File: src/rtl/bf_pipe_lanes.sv
// bf_pipe_lanes: three-stage pipelined, multi-lane NTT butterfly with full reduction mod Q.
// Modes: 00 CT-NTT, 01 GS-INTT, 10 pointwise multiply, 11 bypass.
// A single global advance enable moves every stage at once, so stalls hold all stages.
// Optional feature macro: BF_RANGE_CHK_EN adds a sticky range_err output for operands >= Q.
module bf_pipe_lanes #(
    parameter int unsigned DW    = 12,
    parameter int unsigned Q     = 3329,
    parameter int unsigned LANES = 2
) (
    input  logic                  clk,
    input  logic                  rst,
    input  logic                  in_valid,
    output logic                  in_ready,
    input  logic [1:0]            in_mode,
    input  logic [LANES*DW-1:0]   in_a,
    input  logic [LANES*DW-1:0]   in_b,
    input  logic [LANES*DW-1:0]   in_w,
    output logic                  out_valid,
    input  logic                  out_ready,
    output logic [LANES*DW-1:0]   out_x,
    output logic [LANES*DW-1:0]   out_y
`ifdef BF_RANGE_CHK_EN
    ,
    output logic                  range_err
`endif
);

    localparam int unsigned W = LANES * DW;
    localparam logic [DW:0]     QX = (DW + 1)'(Q);
    localparam logic [2*DW-1:0] QP = (2 * DW)'(Q);

    typedef enum logic [1:0] {
        ModeCt  = 2'b00,
        ModeGs  = 2'b01,
        ModeMul = 2'b10,
        ModeByp = 2'b11
    } mode_e;

    // Operands are assumed already reduced, so one conditional correction suffices.
    function automatic logic [DW-1:0] add_mod(input logic [DW-1:0] x, input logic [DW-1:0] y);
        logic [DW:0] t;
        t = {1'b0, x} + {1'b0, y};
        if (t >= QX) t = t - QX;
        return DW'(t);
    endfunction

    function automatic logic [DW-1:0] sub_mod(input logic [DW-1:0] x, input logic [DW-1:0] y);
        logic [DW:0] t;
        t = {1'b0, x} - {1'b0, y};
        if (x < y) t = t + QX;
        return DW'(t);
    endfunction

    // Full-width product reduced by a constant modulus.
    function automatic logic [DW-1:0] mul_mod(input logic [DW-1:0] x, input logic [DW-1:0] y);
        logic [2*DW-1:0] p;
        p = {{DW{1'b0}}, x} * {{DW{1'b0}}, y};
        return DW'(p % QP);
    endfunction

    // Multiply by 2^-1 mod Q: odd values borrow Q (Q odd) before halving.
    function automatic logic [DW-1:0] half_mod(input logic [DW-1:0] v);
        logic [DW:0] t;
        t = v[0] ? ({1'b0, v} + QX) : {1'b0, v};
        return DW'(t >> 1);
    endfunction

    logic          adv;
    logic          v1_q, v2_q, v3_q;
    mode_e         mode1_q, mode2_q;
    logic [W-1:0]  a1_q, b1_q, w1_q, a1_d, b1_d;
    logic [W-1:0]  a2_q, m2_q, a2_d, m2_d;
    logic [W-1:0]  x_q, y_q, x_d, y_d;

    assign adv       = out_ready | ~v3_q;
    assign in_ready  = adv;
    assign out_valid = v3_q;
    assign out_x     = x_q;
    assign out_y     = y_q;

    // S1 next state: capture operands; GS mode precomputes sum and difference.
    always_comb begin
        a1_d = in_a;
        b1_d = in_b;
        if (in_mode == ModeGs) begin
            for (int i = 0; i < int'(LANES); i++) begin
                a1_d[i*DW +: DW] = add_mod(in_a[i*DW +: DW], in_b[i*DW +: DW]);
                b1_d[i*DW +: DW] = sub_mod(in_a[i*DW +: DW], in_b[i*DW +: DW]);
            end
        end
    end

    // S2 next state: modular product; a (or s) always forwarded, m holds b in bypass.
    always_comb begin
        a2_d = a1_q;
        m2_d = b1_q;
        for (int i = 0; i < int'(LANES); i++) begin
            unique case (mode1_q)
                ModeCt, ModeGs: m2_d[i*DW +: DW] = mul_mod(b1_q[i*DW +: DW], w1_q[i*DW +: DW]);
                ModeMul:        m2_d[i*DW +: DW] = mul_mod(a1_q[i*DW +: DW], b1_q[i*DW +: DW]);
                ModeByp:        m2_d[i*DW +: DW] = b1_q[i*DW +: DW];
            endcase
        end
    end

    // S3 next state: final butterfly combine per mode.
    always_comb begin
        x_d = a2_q;
        y_d = m2_q;
        for (int i = 0; i < int'(LANES); i++) begin
            unique case (mode2_q)
                ModeCt: begin
                    x_d[i*DW +: DW] = add_mod(a2_q[i*DW +: DW], m2_q[i*DW +: DW]);
                    y_d[i*DW +: DW] = sub_mod(a2_q[i*DW +: DW], m2_q[i*DW +: DW]);
                end
                ModeGs: begin
                    x_d[i*DW +: DW] = half_mod(a2_q[i*DW +: DW]);
                    y_d[i*DW +: DW] = half_mod(m2_q[i*DW +: DW]);
                end
                ModeMul: begin
                    x_d[i*DW +: DW] = m2_q[i*DW +: DW];
                    y_d[i*DW +: DW] = '0;
                end
                ModeByp: ;
            endcase
        end
    end

    // Pipeline registers: every stage, bubbles included, shifts together on adv.
    always_ff @(posedge clk or negedge rst) begin
        if (!rst) begin
            v1_q    <= 1'b0;
            v2_q    <= 1'b0;
            v3_q    <= 1'b0;
            mode1_q <= ModeCt;
            mode2_q <= ModeCt;
            a1_q    <= '0;
            b1_q    <= '0;
            w1_q    <= '0;
            a2_q    <= '0;
            m2_q    <= '0;
            x_q     <= '0;
            y_q     <= '0;
        end else if (adv) begin
            v1_q    <= in_valid;
            v2_q    <= v1_q;
            v3_q    <= v2_q;
            mode1_q <= mode_e'(in_mode);
            mode2_q <= mode1_q;
            a1_q    <= a1_d;
            b1_q    <= b1_d;
            w1_q    <= in_w;
            a2_q    <= a2_d;
            m2_q    <= m2_d;
            x_q     <= x_d;
            y_q     <= y_d;
        end
    end

`ifdef BF_RANGE_CHK_EN
    logic range_bad;
    logic range_err_q;

    // Flag any lane operand outside [0, Q-1] on the incoming transaction.
    always_comb begin
        range_bad = 1'b0;
        for (int i = 0; i < int'(LANES); i++) begin
            if ({1'b0, in_a[i*DW +: DW]} >= QX || {1'b0, in_b[i*DW +: DW]} >= QX ||
                {1'b0, in_w[i*DW +: DW]} >= QX) begin
                range_bad = 1'b1;
            end
        end
    end

    // Sticky error: set on an accepted bad transaction, cleared only by reset.
    always_ff @(posedge clk or negedge rst) begin
        if (!rst) begin
            range_err_q <= 1'b0;
        end else if (in_valid && adv && range_bad) begin
            range_err_q <= 1'b1;
        end
    end

    assign range_err = range_err_q;
`endif

endmodule

File: config.mk
export PLATFORM = sky130hd
export DESIGN_NAME = bf_pipe_lanes
export DESIGN_NICKNAME = d
export VERILOG_FILES = /design/src/rtl/bf_pipe_lanes.sv
export SDC_FILE = /design/constraint.sdc
export NUM_CORES = 2
export LEC_CHECK = 0
export CAP_MARGIN = 40
export CORE_MARGIN = 3
export CORE_UTILIZATION = 50
export DETAILED_ROUTE_END_ITERATION = 8
export GPL_ROUTABILITY_DRIVEN = 0
export HOLD_SLACK_MARGIN = 0.1
export PLACE_DENSITY = 0.67
export SETUP_SLACK_MARGIN = 0.05
export SLEW_MARGIN = 30
export SYNTH_ARGS = -nofsm -noshare
export SYNTH_HDL_FRONTEND = slang
export SYNTH_SLANG_ARGS = --single-unit
File: constraint.sdc
create_clock -name clk -period 19.85 [get_ports clk]
set_input_delay 3.97 -clock clk [delete_from_list [all_inputs] [get_ports clk]]
set_output_delay 3.97 -clock clk [all_outputs]
set_load 0.05 [all_outputs]
==> impl_metrics.csv <==
group,metric,value,unit
logic_synthesis,ys_top_cells_by_count,"985 x nand2_1, 646 x inv_1, 467 x nor2_1, 408 x fa_1, 374 x a21oi_1",
logic_synthesis,syn-cell-area,46400,um2
drt,routed_wl,136000,um
worst_setup_path,start_kind,"register",
worst_setup_path,endpoint,"m2_q[16]",
worst_setup_path,cpPeakStageDelay,0.65,ns
finish,antenna_cells,0,
grt,grt-ovfl-total,0,
timing,final-hold-violation-count,0,
min_path,hold_start,"v2_q",
die,core_area,91800,um2
finish,stdcell_count,7419,
logic_synthesis,yosysMostFrequentCell,"nand2_1",
die,die-area,96500,um2
clock_tree,cts_buffers,17,
worst_setup_path,r2r_slack,0.94,ns
grt,grt.total_usage,0.278,
drt,drt-vias-per-instance,5.92,
worst_setup_path,arrival,19.25,ns
grt,grt_max_degree,207,
worst_setup_path,reg2reg_from,"b1_q[18]",
timing,setup_viol_count_final,0,
timing,fin_crit,18.91,ns
logic_synthesis,synth_top_cell_area_share,0.176,
timing,fmax,0.0529,GHz
drt,drc,0,
worst_setup_path,cp_slowest_cell,"or4_4",
drt,vias,43925,
placement,dp.cells,7362,
finish,area_growth,9.30,%
drt,wl_per_cell,18.3,um
grt,first_global_vias,42837,
logic_synthesis,synth_seq_cells,175,
drt,ant_nets,0,
worst_setup_path,required,20.19,ns
logic_synthesis,synth_enable_flop_cells,0,
worst_setup_path,crit_path_frequent_cell,"fa_1",
logic_synthesis,async_flop_share,1.00,
clock_tree,ctsHoldBuffers,0,
logic_synthesis,synth_area_per_cell,7.61,um2
min_path,min_path_type,"reg -> reg",
timing,holdWs,0.464,ns
finish,layout-drive-gt1-share,0.0832,
logic_synthesis,synthDistinctLibCells,152,
worst_setup_path,worst-path-stages,70,
drt,drt-initial-drc-count,3492,
clock_tree,clock_sinks,175,
die,dieWidth,311,um
drt,drtPass1Iterations,6,
finish,nNetsFinal,7021,
clock_tree,cts.path.max_buffers,2,
flow_run,cap_violations,0,
logic_synthesis,ys.flop_type,"dfrtp_1",
logic_synthesis,yosysTopAreaCell,"fa_1",
logic_synthesis,synthTopCellsByArea,"fa_1 18%, ha_1 10%, dfrtp_1 9.4%, nand2_1 8.0%, inv_1 5.2%",
die,initial_core_util,0.506,
worst_setup_path,worstSetupPathType,"reg -> reg",
placement,io_buffers,127,
worst_setup_path,r2r-end,"m2_q[16]",
logic_synthesis,synthCells,6103,
grt,grt_pass1_wl,224000,um
placement,hpwl,107000,um
clock_tree,path_clk_slew,0.08,ns
worst_setup_path,cp-startpoint,"b1_q[18]",
timing,skew,0.0249,ns
worst_setup_path,worstRegToRegCells,70,
timing,tightest_slew,0.979,ns
die,rows,111,
die,die_h,311,um
logic_synthesis,synthesis.nets,6961,
timing,fin_crit_sh,0.953,
timing,maxSlewHeadroom,0.348,
outcome,status,"completed",
clock_tree,cts_root_buffer,"clkbuf_16",
die,ios,128,
grt,antenna_found_initial,0,
clock_tree,worstSkewPairLatency,0.50,ns
clock_tree,cts_tree,"built",
timing,finalMaxSlewViolations,0,
logic_synthesis,yosys_warnings,0,
worst_setup_path,critPathCaptureType,"register",
worst_setup_path,crit_fanout,17,
worst_setup_path,crit_family,"compound AO/OA/AOI/OAI gates",
worst_setup_path,crit_buf_inv,5,
logic_synthesis,synth_seq_area_share,0.0943,
clock_tree,htreeDepth,4,
==> sequential cells by signal (all words and copies together) (netlist names) <==
name	count
mode1_q	2
m2_q	24
out_y	24
out_x	24
out_valid	1
a1_q	24
w1_q	24
a2_q	24
b1_q	24
mode2_q	2
v2_q	1
v1_q	1
==> worst min path at each step <==
stage	to	cells after the start
6_report	v2_q	2
5_1_grt	out_valid	1
4_1_cts	v2_q	2
3_5_place_dp	v2_q	2
3_3_place_gp	v2_q	2
2_1_floorplan	v2_q	2
==> metrics by stage <==
step | utilization | setup TNS [ns] | worst slack, ns | area, um2
detailed placement | 0.538 | 0 | 0.122 | 49400
global placement | 0.537 | 0 | 0.444 | 49300
CTS | 0.545 | 0 | 0.144 | 50000
floorplan | - | 0 | 1.96 | 46400
finish | 0.553 | 0 | 0.939 | 50700
global route | 0.553 | -0.235 | -0.0766 | 50700
==> cells by family (layout without fill, tap and decap cells) <==
group                    Yosys count  after routing  synth area share
AO/OA/AOI/OAI                   1434           1435             0.215
multiplexers                     103            103            0.0279
adder cells (fa/ha/maj)          785            785             0.277
AND/OR/NAND/NOR                 2289           2289             0.231
buffers and inverters            919            991            0.0776
flip-flops                       175            175            0.0943
XOR/XNOR                         398            398            0.0769
==> cell type report <==
cell class	instances	area [um2]
clock buffers	19	443
clock inverters	13	195
fillers	8696	41100
inverters	649	2440
multi-input cells	5010	39000
flip-flops and latches	175	4400
well taps	1243	1560
repair buffers	310	2750
==> placed cells by master, fill, tap and decap left out, drive strengths merged, types with 175 or more instances in the layout <==
cell type  instances
nand2            988
buf              179
nor2             471
inv              654
fa               408
dfrtp            175
ha               372
xnor2            278
o21ai            309
and2             249
a21oi            388
==> metal layers <==
metal	vias up	GRT usage	part of all wire
li1	20930	-	-
met1	21352	0.373	0.43
met2	1421	0.479	0.48
met3	222	0.0258	0.054
met4	0	0.0785	0.029
met5	-	0	0
==> tightest hold or removal path: stages (launching register included) <==
cell,delay [ns]
dfrtp_1,0.34
nand2_1,0.05
nand2_1,0.04
==> repair_timing <==
action	4_1_cts	5_1_grt
resized for setup	3	99
buffers inserted	0	18
setup endpoints to repair	3	24
cloned	0	1
pin swaps	0	9
Power is not shown: default switching activity piles up to over one toggle a cycle in this logic, so the estimate is an artifact.
